--- src/rtl/sweep_pkg.sv ---
// Shared types and constants for the PLA sweep/capture stage.
// Holds the FSM state enum, the MISR polynomial/seed and a sizing helper.
package sweep_pkg;

    typedef enum logic [1:0] {
        IDLE  = 2'd0,
        SWEEP = 2'd1,
        DRAIN = 2'd2,
        DONE  = 2'd3
    } sweep_state_t;

    // x^16 + x^12 + x^5 + 1, taps for a left-shifting register
    localparam logic [15:0] MISR_POLY = 16'h1021;
    localparam logic [15:0] MISR_SEED = 16'hFFFF;

    // Number of truth-table words produced by one full sweep
    function automatic int unsigned words_per_sweep(input int unsigned n_in,
                                                    input int unsigned out_w);
        return (32'd1 << n_in) / out_w;
    endfunction

endpackage

--- src/rtl/sweep_misr.sv ---
// 16-bit serial signature register absorbing one response bit per enable.
// clear reloads the seed and takes priority over en.
module sweep_misr
    import sweep_pkg::*;
(
    input  logic        clk,
    input  logic        rst_n,
    input  logic        clear,
    input  logic        en,
    input  logic        din,
    output logic [15:0] sig
);

    logic [15:0] sig_q;
    logic [15:0] sig_d;
    logic        fb;

    // Next signature: seed on clear, otherwise shift with feedback from MSB xor input
    always_comb begin
        sig_d = sig_q;
        fb    = sig_q[15] ^ din;
        if (clear) begin
            sig_d = MISR_SEED;
        end else if (en) begin
            sig_d = {sig_q[14:0], 1'b0} ^ (fb ? MISR_POLY : 16'h0000);
        end
    end

    // Signature register, cleared to zero by reset
    always_ff @(posedge clk or negedge rst_n) begin
        if (!rst_n) begin
            sig_q <= 16'h0000;
        end else begin
            sig_q <= sig_d;
        end
    end

    assign sig = sig_q;

endmodule

--- src/rtl/pla_sweep_capture.sv ---
// Exhaustive stimulus/capture stage for a single-output PLA.
// Drives every input vector on x_out, samples y_in one cycle later, packs the
// responses into truth-table words on a valid/ready stream and counts onset minterms.
// Optional signature: define SWEEP_SIG_EN to build the MISR behind sig_out;
// otherwise sig_out is tied to zero.
module pla_sweep_capture
    import sweep_pkg::*;
#(
    parameter int unsigned N_IN  = 9,
    parameter int unsigned OUT_W = 32
) (
    input  logic             clk,
    input  logic             rst_n,
    input  logic             start,
    output logic             busy,
    output logic             done,
    output logic [N_IN-1:0]  x_out,
    input  logic             y_in,
    output logic             tt_valid,
    input  logic             tt_ready,
    output logic [OUT_W-1:0] tt_data,
    output logic             tt_last,
    output logic [N_IN:0]    onset_count,
    output logic [15:0]      sig_out
);

    localparam int unsigned BW = $clog2(OUT_W);

    sweep_state_t     state_q, state_d;
    logic [N_IN-1:0]  idx_q, idx_d;
    logic [OUT_W-1:0] pack_q, pack_d;
    logic [OUT_W-1:0] word;
    logic [OUT_W-1:0] tt_data_q, tt_data_d;
    logic             tt_valid_q, tt_valid_d;
    logic             tt_last_q, tt_last_d;
    logic [N_IN:0]    onset_q, onset_d;

    logic             word_end;
    logic             vec_last;
    logic             handshake;
    logic             stall;

    assign word_end  = (idx_q[BW-1:0] == BW'(OUT_W - 1));
    assign vec_last  = &idx_q;
    assign handshake = tt_valid_q && tt_ready;
    // A finished word cannot be parked while the skid register is still occupied
    assign stall     = word_end && tt_valid_q && !tt_ready;

    // Next-state and datapath: sequencing, packing, counting and the output skid register
    always_comb begin
        state_d    = state_q;
        idx_d      = idx_q;
        pack_d     = pack_q;
        tt_data_d  = tt_data_q;
        tt_valid_d = tt_valid_q;
        tt_last_d  = tt_last_q;
        onset_d    = onset_q;

        // Current word with the bit for the vector presented last cycle filled in
        word                 = pack_q;
        word[idx_q[BW-1:0]]  = y_in;

        if (handshake) begin
            tt_valid_d = 1'b0;
        end

        unique case (state_q)
            IDLE: begin
                if (start) begin
                    state_d = SWEEP;
                    idx_d   = '0;
                    pack_d  = '0;
                    onset_d = '0;
                end
            end
            SWEEP: begin
                if (!stall) begin
                    pack_d  = word;
                    onset_d = onset_q + (N_IN + 1)'(y_in);
                    idx_d   = idx_q + N_IN'(1);
                    if (word_end) begin
                        tt_data_d  = word;
                        tt_valid_d = 1'b1;
                        tt_last_d  = vec_last;
                        if (vec_last) begin
                            state_d = DRAIN;
                        end
                    end
                end
            end
            DRAIN: begin
                if (handshake && tt_last_q) begin
                    state_d = DONE;
                end
            end
            DONE: begin
                state_d = IDLE;
            end
            default: begin
                state_d = IDLE;
            end
        endcase
    end

    // State and datapath registers; reset discards any sweep in flight
    always_ff @(posedge clk or negedge rst_n) begin
        if (!rst_n) begin
            state_q    <= IDLE;
            idx_q      <= '0;
            pack_q     <= '0;
            tt_data_q  <= '0;
            tt_valid_q <= 1'b0;
            tt_last_q  <= 1'b0;
            onset_q    <= '0;
        end else begin
            state_q    <= state_d;
            idx_q      <= idx_d;
            pack_q     <= pack_d;
            tt_data_q  <= tt_data_d;
            tt_valid_q <= tt_valid_d;
            tt_last_q  <= tt_last_d;
            onset_q    <= onset_d;
        end
    end

    assign busy        = (state_q == SWEEP) || (state_q == DRAIN);
    assign done        = (state_q == DONE);
    assign x_out       = idx_q;
    assign tt_valid    = tt_valid_q;
    assign tt_data     = tt_data_q;
    assign tt_last     = tt_last_q;
    assign onset_count = onset_q;

`ifdef SWEEP_SIG_EN
    logic misr_clear;
    logic misr_en;

    // Seed on the accepting edge, absorb y_in on exactly the edges that sample it
    assign misr_clear = (state_q == IDLE) && start;
    assign misr_en    = (state_q == SWEEP) && !stall;

    sweep_misr u_misr (
        .clk   (clk),
        .rst_n (rst_n),
        .clear (misr_clear),
        .en    (misr_en),
        .din   (y_in),
        .sig   (sig_out)
    );
`else
    assign sig_out = 16'h0000;
`endif

endmodule

--- config.mk ---
export PLATFORM = sky130hd
export DESIGN_NAME = pla_sweep_capture
export DESIGN_NICKNAME = d
export VERILOG_FILES = /design/src/rtl/sweep_pkg.sv /design/src/rtl/sweep_misr.sv /design/src/rtl/pla_sweep_capture.sv
export SDC_FILE = /design/constraint.sdc
export NUM_CORES = 1
export LEC_CHECK = 0
export BUFFER_PORTS_ARGS = -buffer_cell sky130_fd_sc_hd__buf_2
export CAP_MARGIN = 20
export CORE_MARGIN = 3
export CORE_UTILIZATION = 59
export CTS_BUF_LIST = sky130_fd_sc_hd__clkbuf_4 sky130_fd_sc_hd__clkbuf_8
export CTS_CLUSTER_SIZE = 28
export DETAILED_ROUTE_END_ITERATION = 10
export GPL_TIMING_DRIVEN = 0
export PLACE_DENSITY = 0.9
export REMOVE_ABC_BUFFERS = 1
export SYNTH_ARGS = -nofsm -noshare
export SYNTH_HDL_FRONTEND = slang
export SYNTH_HIERARCHICAL = 1
export SYNTH_SLANG_ARGS = --single-unit
--- constraint.sdc ---
create_clock -name clk -period 2.7 [get_ports clk]
set_input_delay 0.135 -clock clk [delete_from_list [all_inputs] [get_ports clk]]
set_output_delay 0.135 -clock clk [all_outputs]
set_load 0.02 [all_outputs]
---- Word level (Yosys, flattened, before mapping) ----
Cells that the tools add are included.
word-level totals
  logic and storage cells ................. 56
  bits in registers ....................... 87
  output and inout bits ................... 71
cells by class
  add/sub/neg operators ................... 2
  reduce and logical (&&, ||, !) cells .... 13
  bitwise logic cells ..................... 1
  multiplexer cells ....................... 22
  order comparisons ....................... 2
  eq/ne operators ......................... 9
operators by type and width
  cell                                                                                 number
  32-bit two-way mux                                                                   2
  32-bit case mux with 2 select lines                                                  1
  32-bit bitwise mux                                                                   1
  10-bit two-way mux                                                                   2
  10-bit case mux with 2 select lines                                                  1
  9-bit two-way mux                                                                    2
  9-bit case mux with 2 select lines                                                   1
  10-bit by 1-bit adder with 10-bit output                                             1
  2-bit two-way mux                                                                    5
  2-bit != test, second input constant                                                 5
  9-bit by 1-bit adder with 9-bit output, second input constant                        1
  9-bit AND reduction                                                                  1
  2-bit case mux with 4 select lines                                                   1
  5-bit by 6-bit less-than comparator with 1-bit output, second input constant         1
  3-bit AND reduction                                                                  2
  1-bit demux with 5-bit select                                                        1
  5-bit == test, second input constant                                                 1
  5-bit by 1-bit greater-or-equal comparator with 1-bit output, second input constant  1
  1-bit logical AND                                                                    5
  1-bit two-way mux                                                                    5
  5-bit AND reduction                                                                  1
  2-bit == test, second input constant                                                 2
  2-bit by 1-bit == test with 1-bit output, second input constant                      1
  2-bit logical NOT                                                                    1
  4 further kinds                                                                      4

---- Logic depth before layout (Yosys ltp) ----
Gate-level depths: netlist (run 1).
  depth in word-level cells ............... 7
  depth in mapped cells ................... 9
  mapped depth without buffers ............ 9

---- Least setup slack after synthesis (run 1) ----
Ideal clock, no wire load.
  kind .................................... flip-flop to flip-flop
  start ................................... reg idx_q[0] (netlist: x_out[0])
  end ..................................... reg state_q[1]
  data required time ...................... 2.572 ns
  path buffers ............................ 0
  library setup time ...................... 0.128 ns
  stages on the path, launching flop included .. 10
  path slack .............................. 0.504 ns
  clock period less this slack ............ 2.196 ns
  arrival ................................. 2.069 ns
  cell sequence ........................... dfrtp_1 ha_1 and4_1 and2_1 and3_1 ha_1 nand2_1 o21ai_1 nand3_1 mux2_1
between the ends
  elaborated cells on any way between the ends .. 8
RTL lines
  item                                  line                      source
  from (decl)                           pla_sweep_capture.sv:30   logic [N_IN-1:0] idx_q, idx_d;
  from (signal assigned)                pla_sweep_capture.sv:117  idx_q <= idx_d;
  9-bit AND reduction                   pla_sweep_capture.sv:44   assign vec_last = &idx_q;
  named net vec_last                    pla_sweep_capture.sv:39   logic vec_last;
  2-bit != test (no source line)        -
  5-bit AND reduction (no source line)  -
  to (signal assigned)                  pla_sweep_capture.sv:116  state_q <= state_d;
  to (decl)                             pla_sweep_capture.sv:29   sweep_state_t state_q, state_d;
The timed path passes the listed nets, and every way through them passes these cells.
A chain may end at the register's enable or synchronous reset.

---- Worst setup path after layout (run 1) ----
  start ................................... reg idx_q[0] (netlist: x_out[0])
  end ..................................... reg pack_q[30]
between the ends
  cells in the longest elaborated chain, start to end .. 7
  elaborated cells on any way between the ends .. 13
RTL lines
  item                                                                                                                                                                line                      source
  5-bit by 6-bit less-than comparator with 1-bit output (implied by the code) / 5-bit by 1-bit greater-or-equal comparator with 1-bit output (equally long branches)  pla_sweep_capture.sv:61   word[idx_q[BW-1:0]] = y_in;
  1-bit logical AND (implied by the code)                                                                                                                             pla_sweep_capture.sv:61
  1-bit two-way mux (implied by the code)                                                                                                                             pla_sweep_capture.sv:61
  1-bit demux with 5-bit select                                                                                                                                       pla_sweep_capture.sv:61
  32-bit bitwise mux                                                                                                                                                  pla_sweep_capture.sv:61
  32-bit two-way mux                                                                                                                                                  pla_sweep_capture.sv:77   if (!stall) begin
  32-bit case mux with 2 select lines                                                                                                                                 pla_sweep_capture.sv:67   unique case (state_q)
  to (signal assigned)                                                                                                                                                pla_sweep_capture.sv:118  pack_q <= pack_d;
  to (decl)                                                                                                                                                           pla_sweep_capture.sv:31   logic [OUT_W-1:0] pack_q, pack_d;
Parallel ways exist; a longest one is shown, timed or not. The select of a mux whose other input is x is not followed.

==> run summary, run 1 <==
status: completed
type of the worst setup path: reg2reg
global-route usage over all layers: 23.8%
Post CTS Setup Buffer Count: 0
switch share: 30.1%
crit path cell chain: ha_1 -> and3_1 -> ha_1 -> nand4b_1 -> o211a_2 -> o21ai_1 -> a22o_1
max-slew violations: 0
antenna cell count: 0
Clk Latency, worst-skew pair: 360 ps
Root Buffer: clkbuf_8
DRT Pass-1 Iters: 5
core area: 7770 um^2
Post-route DRC: 0
Min Clock Period, post-route: 2540 ps
Worst EP required: 2950 ps
Die Wd: 95.8 um
Die ar.: 9190 um^2
fin crit share: 94.1%
max_slew headroom: 38.5%
Final HPWL DP: 6780 um
share of cells above drive strength 1: 24.7%
combinational group share of total power: 15.6%
max-capacitance violation count: 0
syn_area_per_cell: 10.2 um^2
via density per instance: 5.83
sequential element share of the synthesized area: 45.7%
dpl cells: 602
clock tree from TritonCTS: built
PnR worst setup slack: 159 ps
RSZ-0062 raised after global routing: false
die height: 95.8 um
Post-Synthesis Cells: 469
count of different cell masters after synthesis: 51
fin cells: 620
Routed WL per cell: 16.9 um
Num Clock Sinks: 87
register bit total from synthesis: 87
Flop pwr share: 51.8%
DR iter-0 viols: 260
total vias in the final route: 3,617
gr ovfl total: 0
Port Buffers: 59
Initial Util: 61.3%
critical path endpoint category: flip-flop
Ys Warns: 6
Final setup viols: 0
Clock Skew: 8.57 ps
fmax: 393 MHz
initial antenna violation count: 0
# IOs: 76
final hold viol count: 0
total CTS buffers: 9
first-pass GRT wire length: 17,100 um
Slowest-stage cell, CP: o211a_2
leading cell type in the layout, fill and taps excluded: dfrtp_1
Final nets: 530
largest net degree at the start of global routing: 55
worst stage delay on the critical path: 700 ps
Int Pwr: 2.03 mW
most frequent cells in the layout: dfrtp_1, buf_2, a21oi_1, nor2_1, a22o_1
Post-synth top flop: dfrtp_1
most frequent CP cell: ha_1
startpoint types: flip-flop
hold slack: 168 ps
Peak VDD IR: 254 uV
Hold Path Class: in2reg
PwrDens: 557 nW/um^2
CTS H-tree lvls: 3
Critical Path Fanout Max: 37
FP Rows: 32
switching pwr: 873 uW
CTS Buffer Depth: 2
area delta synth->final: 9.33%
Arr. time, crit path: 2800 ps
EDFF count, synth: 0
Post-DRT Antenna Nets: 0
Clock power frac: 32.6%
P_leak: 2.32 nW
RD Place Congestion: 0.809
number of global-route vias before repair: 3,546
post-layout util: 67.0%
Worst-path clk slew: 90 ps
ys async rst share: 100%
setup TNS: 0 ps
Post-Route WL: 10,500 um
pre-CTS setup slack: -220 ps
worst slew pin tran: 922 ps
Post-Syn Area: 4760 um^2
==> power by group through the flow <==
stage	logic [mW]	clock network, mW	registers (mW)
finish	0.454	0.944	1.50
global route	0.496	1.01	1.52
CTS	0.455	0.950	1.50
detailed placement	0.438	0	1.52
global placement	0.417	0	1.51
floorplan	0.193	0	1.59
==> cells in the mapped netlist (all sizes together), types with 2 or more instances <==
cell    instances  area, um^2
a21oi          44         231
a22o           33         289
and3            6        37.5
buf            44         327
clkbuf          2        7.51
dfrtp          87        2180
ha             12         150
inv            14        52.6
mux2            2        22.5
mux2i          27         270
nand2          32         130
nand2b         11        86.3
nand3          10        62.6
nand4b          5        43.8
nor2           62         393
nor3            8        40.0
o211ai          5        42.5
o21ai          34         170
o22ai           7        43.8
or2             9        63.8
==> sequential cells by signal, summed over array words and instances (netlist names) <==
name         count
state_q          2
x_out            9
tt_data         32
onset_count     10
pack_q          32
tt_valid         1
tt_last          1
==> layer usage <==
metal	track usage [%]	routed length [um]	part of all wire, %
met5	0	0	0
met4	11.7	310	3.0
met3	3.75	566	5.4
met2	39.4	5250	50
met1	30.5	4350	42
==> metrics by stage <==
step / total power [mW] / cell area, um^2
2_1_floorplan: 1.78 / 4480
3_3_place_gp: 1.92 / 4910
3_5_place_dp: 1.96 / 4980
4_1_cts: 2.90 / 5190
5_1_grt: 3.02 / 5210
6_report: 2.90 / 5210
==> worst max-delay path: cells and delay by family (launching register included) <==
family	cells	cell delay, ps
AOI/OAI and AO/OA	3	1120
DFF	1	470
and+or+nand+nor	2	340
adders and majority gates	2	490
==> cells by family after synthesis <==
kind of cell / Yosys count / synth area share (%)
AOI/OAI and AO/OA: 129 / 17.4
adders and majority gates: 12 / 3.15
buffers and inverters: 60 / 8.12
DFF: 87 / 45.7
muxes: 29 / 6.15
other: 1 / 0.0787
and+or+nand+nor: 151 / 19.3
==> final cells by class <==
type,count,area (um^2)
Fill cell,571,2560
Multi-Input combinational cell,338,2270
Sequential cell,87,2180
Timing Repair Buffer,63,370
Clock buffer,10,138
Tap cell,102,128
Clock inverter,6,67.6
Inverter,14,52.6
==> worst paths after layout <==
| kind | start | endpoint | slack, ps | cells after the start |
|---|---|---|---|---|
| min | tt_ready | tt_valid | 170 | 3 |
| max | x_out[0] | pack_q[30] | 160 | 7 |
| min reg2reg | pack_q[2] | pack_q[2] | 510 | 1 |
| min in group asynchronous | rst_n | tt_data[2] | 270 | 2 |
| max in group asynchronous | rst_n | pack_q[3] | 1810 | 3 |
| max reg2reg | x_out[0] | pack_q[30] | 160 | 7 |
==> what timing repair did <==
| action | in CTS | in global routing |
|---|---|---|
| setup endpoints to repair | 34 | 26 |
| resized for setup | 2 | 1 |
| pin swaps | 0 | 1 |
| endpoints found under the hold margin | 33 | 0 |
| gates cloned | 0 | 1 |
| hold buffers | 1 | 0 |
Power figures use the tool's default switching activity.
==> run 2, diff against run 1 <==
--- a/config.mk
+++ b/config.mk
@@ -8,12 +8,12 @@
 export BUFFER_PORTS_ARGS = -buffer_cell sky130_fd_sc_hd__buf_2
 export CAP_MARGIN = 20
 export CORE_MARGIN = 3
-export CORE_UTILIZATION = 59
+export CORE_UTILIZATION = 60
 export CTS_BUF_LIST = sky130_fd_sc_hd__clkbuf_4 sky130_fd_sc_hd__clkbuf_8
 export CTS_CLUSTER_SIZE = 28
 export DETAILED_ROUTE_END_ITERATION = 10
 export GPL_TIMING_DRIVEN = 0
-export PLACE_DENSITY = 0.9
+export PLACE_DENSITY = 0.84
 export REMOVE_ABC_BUFFERS = 1
 export SYNTH_ARGS = -nofsm -noshare
 export SYNTH_HDL_FRONTEND = slang
==> constraint.sdc (replaced) <==
create_clock -name clk -period 3 [get_ports clk]
set_input_delay 0.15 -clock clk [delete_from_list [all_inputs] [get_ports clk]]
set_output_delay 0.15 -clock clk [all_outputs]
set_load 0.02 [all_outputs]
==> run 2 against run 1 <==
Utilization increased by 2.7 points. Final cell count down 0.48%. Non-clock buffer count increased by 1. Sequential power down 11%. Critical path depth unchanged. First-iteration DRC count rose by 11%. Setup slack gained 170 ps. Largest power group unchanged. Highest routed layer unchanged.
==> run summary, run 2 (same netlist as run 1, synthesis figures left out) <==
Clock power frac: 32.7%
Worst-path clk slew: 100 ps
Clk Latency, worst-skew pair: 370 ps
CTS H-tree lvls: 3
dpl cells: 599
total CTS buffers: 9
type of the worst setup path: reg2reg
DP Area: 4980 um^2
max_slew headroom: 39.4%
Die Wd: 95.1 um
DRT Pass-1 Iters: 5
fin crit share: 89.1%
DR iter-0 viols: 288
Post-route DRC: 0
Num Clock Sinks: 87
start of the worst register-to-register path: x_out[0]
antenna cell count: 0
end of the worst register-to-register path: pack_q[28]
Arr. time, crit path: 2980 ps
design area: 5220 um^2
first-pass GRT wire length: 16,500 um
Clock Skew: 11.9 ps
area delta synth->final: 9.67%
CTS Buffer Depth: 2
via density per instance: 5.77
Initial Util: 63.6%
FP Rows: 31
max-slew violations: 0
P_leak: 2.33 nW
Flop pwr share: 52.1%
post-layout util: 69.8%
# IOs: 76
combinational group share of total power: 15.2%
number of global-route vias before repair: 3,349
final hold viol count: 0
Hold Path Cell Cnt: 3
most frequent cells in the layout: dfrtp_1, buf_2, a21oi_1, nor2_1, a22o_1
most frequent CP cell: ha_1
total power: 2.58 mW
Final setup viols: 0
gr ovfl total: 0
worst stage delay on the critical path: 640 ps
worst slew pin tran: 909 ps
leading cell type in the layout, fill and taps excluded: dfrtp_1
Routed WL per cell: 16.4 um
Die ar.: 9040 um^2
max-capacitance violation count: 0
largest net degree at the start of global routing: 62
pre-CTS setup slack: 81.9 ps
Final HPWL DP: 6440 um
Post-DRT Antenna Nets: 0
Root Buffer: clkbuf_8
Critical Path Fanout Max: 28
critical path endpoint category: flip-flop
Min Clock Period, post-route: 2670 ps
fmax: 374 MHz
Hold Path Class: in2reg
startpoint types: flip-flop
initial antenna violation count: 0
Hold EP: tt_valid
Port Buffers: 59
Slowest-stage cell, CP: nor2_4
reg2reg path depth: 7
die height: 95.1 um
Hold Path Origin: tt_ready
total vias in the final route: 3,560
crit path cell chain: ha_1 -> and3_1 -> ha_1 -> nand3b_1 -> nand3_4 -> nor2_4 -> a22o_1
fillers: 573
Post CTS Setup Buffer Count: 0
share of cells above drive strength 1: 24.5%
clock tree from TritonCTS: built
Int Pwr: 1.81 mW
switching pwr: 769 uW
fin cells: 617
Worst EP required: 3310 ps
PnR worst setup slack: 327 ps
Peak VDD IR: 310 uV
status: completed
global-route usage over all layers: 23.4%
switch share: 29.8%
Final nets: 530
PwrDens: 493 nW/um^2
Post-Route WL: 10,100 um
RSZ-0062 raised after global routing: false
core area: 7490 um^2
reg2reg setup slack: 330 ps
RD Place Congestion: 0.790
-- run 2: changes by cell type in the layout (fill, tap and decap cells not counted), sizes merged --
cell	delta
buf	+1
clkinv	-1
clkinvlp	+1
nor2	-1
-- run 2: layout make-up --
class,instances,area (um^2),area share [%]
clock buffer,10,131,2.52
sequential,87,2180,41.7
tap,99,124,2.37
timing repair buffer,64,405,7.76
inverter,14,52.6,1.01
clock inverter,6,70.1,1.34
multi-input combinational,337,2260,43.3
-- run 2: metal layers --
metal	global-route usage, %	part of all wire, %
met4	8.77	2.2
met1	31.7	43
met5	0	0
met2	38.1	50
met3	3.79	5.0
-- run 2: worst max-delay path by stage --
stage	from	end	slack, ps	depth (start not counted)
after floorplan	state_q[1]	tt_last	-80	5
after global placement	state_q[1]	tt_last	-710	5
after detailed placement	state_q[1]	pack_q[28]	80	5
after CTS	state_q[1]	pack_q[30]	30	5
after global routing	x_out[0]	pack_q[2]	180	7
final	x_out[0]	pack_q[28]	330	7
-- run 2: power by group through the flow --
stage               Clock, mW  Combinational (mW)  Sequential [mW]
finish                  0.843               0.391             1.34
global placement            0               0.378             1.36
floorplan                   0               0.174             1.43
detailed placement          0               0.389             1.36
global route            0.903               0.435             1.36
CTS                     0.850               0.394             1.34
-- run 2: critical path: cells and delay by family (launching register included) --
family / cells / cell delay [ps]
fa+ha+maj: 2 / 520
simple gates: 4 / 1330
flops: 1 / 470
compound gates: 1 / 270
-- run 2: stage by stage --
step           hold WS (ps)  TNS (ps)
6_report                179         0
5_1_grt                 201         0
4_1_cts                 164         0
3_5_place_dp           97.8         0
3_3_place_gp            479    -16950
2_1_floorplan          -146     -81.7
-- run 2: what timing repair did --
item / in CTS / in global routing
endpoints found under the setup margin: 0 / 26
endpoints found under the hold margin: 26 / 0
hold buffers: 1 / 0
gates resized for setup: 0 / 1
